## config.mk

```make
export PLATFORM = sky130hd
export DESIGN_NAME = pc_gen
export DESIGN_NICKNAME = d
export VERILOG_FILES = /design/src/rtl/pc_gen_pkg.sv /design/src/rtl/pc_gen.sv
export SDC_FILE = /design/constraint.sdc
export NUM_CORES = 1
export LEC_CHECK = 0
export ABC_AREA = 1
export CAP_MARGIN = 20
export CORE_MARGIN = 4
export CORE_UTILIZATION = 55
export DETAILED_ROUTE_END_ITERATION = 16
export PLACE_DENSITY = 0.88
export REMOVE_ABC_BUFFERS = 1
export SYNTH_ARGS = -nofsm -noshare
export SYNTH_HDL_FRONTEND = slang
export SYNTH_SLANG_ARGS = --single-unit
```

## constraint.sdc

```tcl
create_clock -name clk -period 5.4 [get_ports clk]
set_clock_uncertainty 0.1 [all_clocks]
set_input_delay 1.35 -clock clk [delete_from_list [all_inputs] [get_ports clk]]
set_output_delay 1.35 -clock clk [all_outputs]
set_load 0.03 [all_outputs]
```

## src/rtl/pc_gen_pkg.sv

```systemverilog
// Shared types and constants for the program-counter generator.
package pc_gen_pkg;

  // Fetch sequencer states.
  typedef enum logic [2:0] {
    StBoot    = 3'd0,
    StIssue   = 3'd1,
    StWait    = 3'd2,
    StKill    = 3'd3,
    StDeliver = 3'd4
  } pcgen_state_t;

  localparam logic [31:0] RESET_PC_DEFAULT = 32'h8000_0000;
  localparam int unsigned INSTR_BYTES      = 4;

endpackage

```

## src/rtl/pc_gen.sv

```systemverilog
// Program-counter generator and fetch sequencer: one outstanding fetch, squashes
// fetches made stale by a redirect, and holds the delivered PC while decode stalls.
module pc_gen
  import pc_gen_pkg::*;
#(
  parameter int unsigned             ADDR_WIDTH = 32,
  parameter logic [ADDR_WIDTH-1:0]   RESET_PC   = RESET_PC_DEFAULT
) (
  input  logic                  clk,
  input  logic                  reset,
  output logic                  fetch_req_o,
  output logic [ADDR_WIDTH-1:0] fetch_pc_o,
  input  logic                  fetch_ready_i,
  input  logic                  fetch_done_i,
  output logic                  if_valid_o,
  output logic [ADDR_WIDTH-1:0] if_pc_o,
  input  logic                  id_stall_i,
  input  logic                  redirect_i,
  input  logic [ADDR_WIDTH-1:0] redirect_target_i
);

  pcgen_state_t          state_q;
  logic [ADDR_WIDTH-1:0] pc_q;
  logic [ADDR_WIDTH-1:0] inflight_pc_q;
  logic                  if_valid_q;
  logic [ADDR_WIDTH-1:0] if_pc_q;

  logic [ADDR_WIDTH-1:0] tgt;
  logic [ADDR_WIDTH-1:0] pc_inc;

  // Word-align the redirect target and form the sequential successor (wraps naturally).
  always_comb begin
    tgt    = {redirect_target_i[ADDR_WIDTH-1:2], 2'b00};
    pc_inc = pc_q + ADDR_WIDTH'(INSTR_BYTES);
  end

  // Sequencer state, PC bookkeeping and registered decode handoff.
  always_ff @(posedge clk or posedge reset) begin
    if (reset) begin
      state_q       <= StBoot;
      pc_q          <= RESET_PC;
      inflight_pc_q <= '0;
      if_valid_q    <= 1'b0;
      if_pc_q       <= '0;
    end else begin
      unique case (state_q)
        StBoot: begin
          state_q <= StIssue;
        end
        StIssue: begin
          if (redirect_i) begin
            pc_q <= tgt;
            // An accepted request in the redirect cycle is already stale.
            if (fetch_ready_i) state_q <= StKill;
          end else if (fetch_ready_i) begin
            inflight_pc_q <= pc_q;
            pc_q          <= pc_inc;
            state_q       <= StWait;
          end
        end
        StWait: begin
          if (redirect_i) begin
            pc_q    <= tgt;
            state_q <= fetch_done_i ? StIssue : StKill;
          end else if (fetch_done_i) begin
            if_valid_q <= 1'b1;
            if_pc_q    <= inflight_pc_q;
            state_q    <= StDeliver;
          end
        end
        StKill: begin
          if (redirect_i) pc_q <= tgt;
          if (fetch_done_i) state_q <= StIssue;
        end
        StDeliver: begin
          if (redirect_i) begin
            pc_q       <= tgt;
            if_valid_q <= 1'b0;
            state_q    <= StIssue;
          end else if (!id_stall_i) begin
            if_valid_q <= 1'b0;
            state_q    <= StIssue;
          end
        end
        default: begin
          state_q <= StBoot;
        end
      endcase
    end
  end

  // Request outputs decoded purely from registered state.
  always_comb begin
    fetch_req_o = (state_q == StIssue);
    fetch_pc_o  = pc_q;
    if_valid_o  = if_valid_q;
    if_pc_o     = if_pc_q;
  end

endmodule
```

==> flow_metrics.env <==
export IMPL_report_final_slew_viol_count=0
export IMPL_cts_setup_buffers=0
export IMPL_crit_type="flop to primary output"
export IMPL_setup_tns_ns=0
export IMPL_start_kind="flop"
export IMPL_nets=758
export IMPL_postPlaceCellArea_sq_um=5990
export IMPL_cts_htree_levels=3
export IMPL_synth_warning_count=0
export IMPL_final_core_util_pct=70.5
export IMPL_via_count=4354
export IMPL_hold_viol=0
export IMPL_p_per_area_nw_per_um2=625
export IMPL_cts_hold_repair_buffers=0
export IMPL_first_pass_iters=5
export IMPL_grt_max_degree=61
export IMPL_ys_flop_type="dfrtp_1"
export IMPL_setup_viol_count_final=0
export IMPL_fin_ws_ns=2.09
export IMPL_placed_cells=815
export IMPL_worstPathRequired_ns=3.95
export IMPL_path_cells="nor3_4 > clkdlybuf4s50_1"
export IMPL_dieHeight_um=103
export IMPL_p_leak_nw=3.08
export IMPL_grtUsageTotal_pct=23.9
export IMPL_avgSynthCellArea_sq_um=7.96
export IMPL_grt_pass1_vias=4234
export IMPL_cts_max_path_buffers=2
export IMPL_num_rows=34
export IMPL_tightest_slew_ns=0.878
export IMPL_worstPathMaxFanout=6
export IMPL_dieArea_sq_um=10700
export IMPL_viasPerCell=5.23
export IMPL_drc=0
export IMPL_max_cap_violations=0
export IMPL_hp_class="flop to flop"
export IMPL_num_fill_cells=686
export IMPL_synth_seq_cells=94
export IMPL_pre_cts_ws_ns=1.72
export IMPL_status="complete, no violations"
export IMPL_die_w_um=103
export IMPL_area_delta_synth_final_pct=23.9
export IMPL_wirelength_mm=12.2
export IMPL_critPathTopFamily="buffers and inverters"
export IMPL_power_mw=3.88
export IMPL_path_buf_inv=1
export IMPL_place_congestion=0.938
export IMPL_synth_area_leader_cell="dfrtp_1"
export IMPL_synthDistinctLibCells=32
export IMPL_antenna_left=0
export IMPL_cts_made_buffers=9
export IMPL_clkSlewWorstSetupHoldPaths_ns=0.09
export IMPL_min_period_ns=3.31
export IMPL_synth_edf_count=0
export IMPL_slowest_delay_ns=0.73
export IMPL_seq_area_frac_synth_pct=46.9
export IMPL_vdd_ir_drop_max_mv=0.293
export IMPL_ys_async_sr_fraction_pct=100
export IMPL_cts_sinks=94
export IMPL_cts_resized=0
export IMPL_pin_count=104
export IMPL_synth_area_sq_um=5010
export IMPL_synthCells=630
export IMPL_crit_path_end_kind="primary output"
export IMPL_coreArea_sq_um=8810
export IMPL_fmax_ghz=0.302
export IMPL_cts_tree="built"
export IMPL_final_cells=832
export IMPL_clkLatencyLatePin_ns=0.36
export IMPL_grt_pass1_wl_mm=20.1
export IMPL_layout_drive_gt1_share_pct=10.6
export IMPL_wl_per_cell_um=14.7
export IMPL_antenna_found_initial=0
export IMPL_arrival_ns=1.86
export IMPL_grt_ovfl_total=0
export IMPL_portBuffers=97
export IMPL_slowest_stage="clkdlybuf4s50_1"
export IMPL_post_route_period_util_pct=61.4
export IMPL_hpwl_mm=8.53
export IMPL_cts_root_buf="clkbuf_8"
export IMPL_slew_headroom_pct=41.4
export IMPL_stdcell_area_sq_um=6210
export IMPL_rsz0062_at_grt="false"
export IMPL_start_util_pct=56.9
export IMPL_antennaDiodeCount=0
export IMPL_whs_ns=0.389
export IMPL_synth_area_leaders="dfrtp_1, nand2_1, mux2_4"
export IMPL_synthDominantCellAreaShare_pct=46.4
export IMPL_drt_iter0_markers=241
-- worst min-delay path: stages (launching register included) --
cell	delay [ns]
dfrtp_1	0.35
nand2_1	0.05
o21ai_0	0.06
-- layer usage --
layer | vias up | global-route usage (%) | wire length [um]
met4 | 0 | 6.67 | 212
met3 | 22 | 4.69 | 779
met1 | 2025 | 32.3 | 5460
li1 | 2138 | - | -
met2 | 169 | 39.3 | 5790
met5 | - | 0 | 0
-- kinds of logic (layout without fill, tap and decap cells) --
group	count (synthesis)	after routing	share of synthesized area (%)
and+or+nand+nor	347	347	29.3
DFF	94	94	46.9
buffers and inverters	99	190	8.78
xor gates and xnor gates	6	6	1.05
AOI/OAI and AO/OA	54	54	5.54
other	1	4	0.0748
adders and majority gates	1	1	0.250
muxes	28	28	8.09
-- worst paths after layout --
path / startpoint / to / slack (ns) / depth (start not counted)
min in group asynchronous: reset / state_q[2] / 1.36 / 2
min reg2reg: inflight_pc_q[11] / inflight_pc_q[11] / 0.39 / 2
max: state_q[1] / fetch_req_o / 2.09 / 2
max reg2reg: state_q[1] / fetch_pc_o[17] / 2.98 / 10
min: inflight_pc_q[11] / inflight_pc_q[11] / 0.39 / 2
max in group asynchronous: reset / fetch_pc_o[24] / 2.75 / 3
-- cell usage after synthesis, types with 2 or more instances --
master / n
nand2_1: 211
dfrtp_1: 93
inv_1: 70
nor2_1: 55
nand3_1: 52
o21ai_0: 39
mux2_4: 24
or2_2: 12
buf_4: 8
o21ai_1: 8
buf_2: 7
clkbuf_1: 6
nor2_2: 6
xor2_1: 5
buf_6: 4
inv_2: 4
mux2_2: 4
nand2_2: 4
a21oi_1: 3
a31oi_1: 2
and2_1: 2
-- final cells by class --
| type | count | area, sq um | area share (%) |
|---|---|---|---|
| Sequential cell | 94 | 2350 | 37.9 |
| Multi-Input combinational cell | 440 | 2240 | 36.0 |
| Timing Repair Buffer | 100 | 1010 | 16.2 |
| Inverter | 74 | 279 | 4.49 |
| Clock buffer | 13 | 159 | 2.56 |
| Tap cell | 108 | 135 | 2.18 |
| Clock inverter | 3 | 42.5 | 0.685 |
-- report_power, final --
group	leakage, nW	internal [mW]	switching [mW]	total (mW)
Clock	0.0996	0.239	0.241	0.481
Sequential	1.18	1.04	0.315	1.36
Combinational	1.80	0.828	1.21	2.04
Total	3.08	2.11	1.77	3.88
-- flip-flops by register name, summed over array words and instances, names as in the netlist --
name / cells
inflight_pc_q: 30
state_q: 3
if_pc_o: 30
fetch_pc_o: 30
if_valid_o: 1
-- layout by cell type (no fill, tap or decap), types with 2 or more instances in the layout --
master,count
nand2_1,211
clkdlybuf4s50_1,97
dfrtp_1,93
inv_1,69
nor2_1,55
nand3_1,51
o21ai_0,39
mux2_4,24
or2_2,12
clkbuf_8,11
o21ai_1,8
nor2_2,6
xor2_1,5
inv_2,4
nand2_2,4
mux2_2,4
conb_1,4
a21oi_1,3
and2_1,2
clkinv_2,2
a31oi_1,2
clkbuf_1,2
buf_4,2
Note: power is estimated with default switching activity, not from simulation.
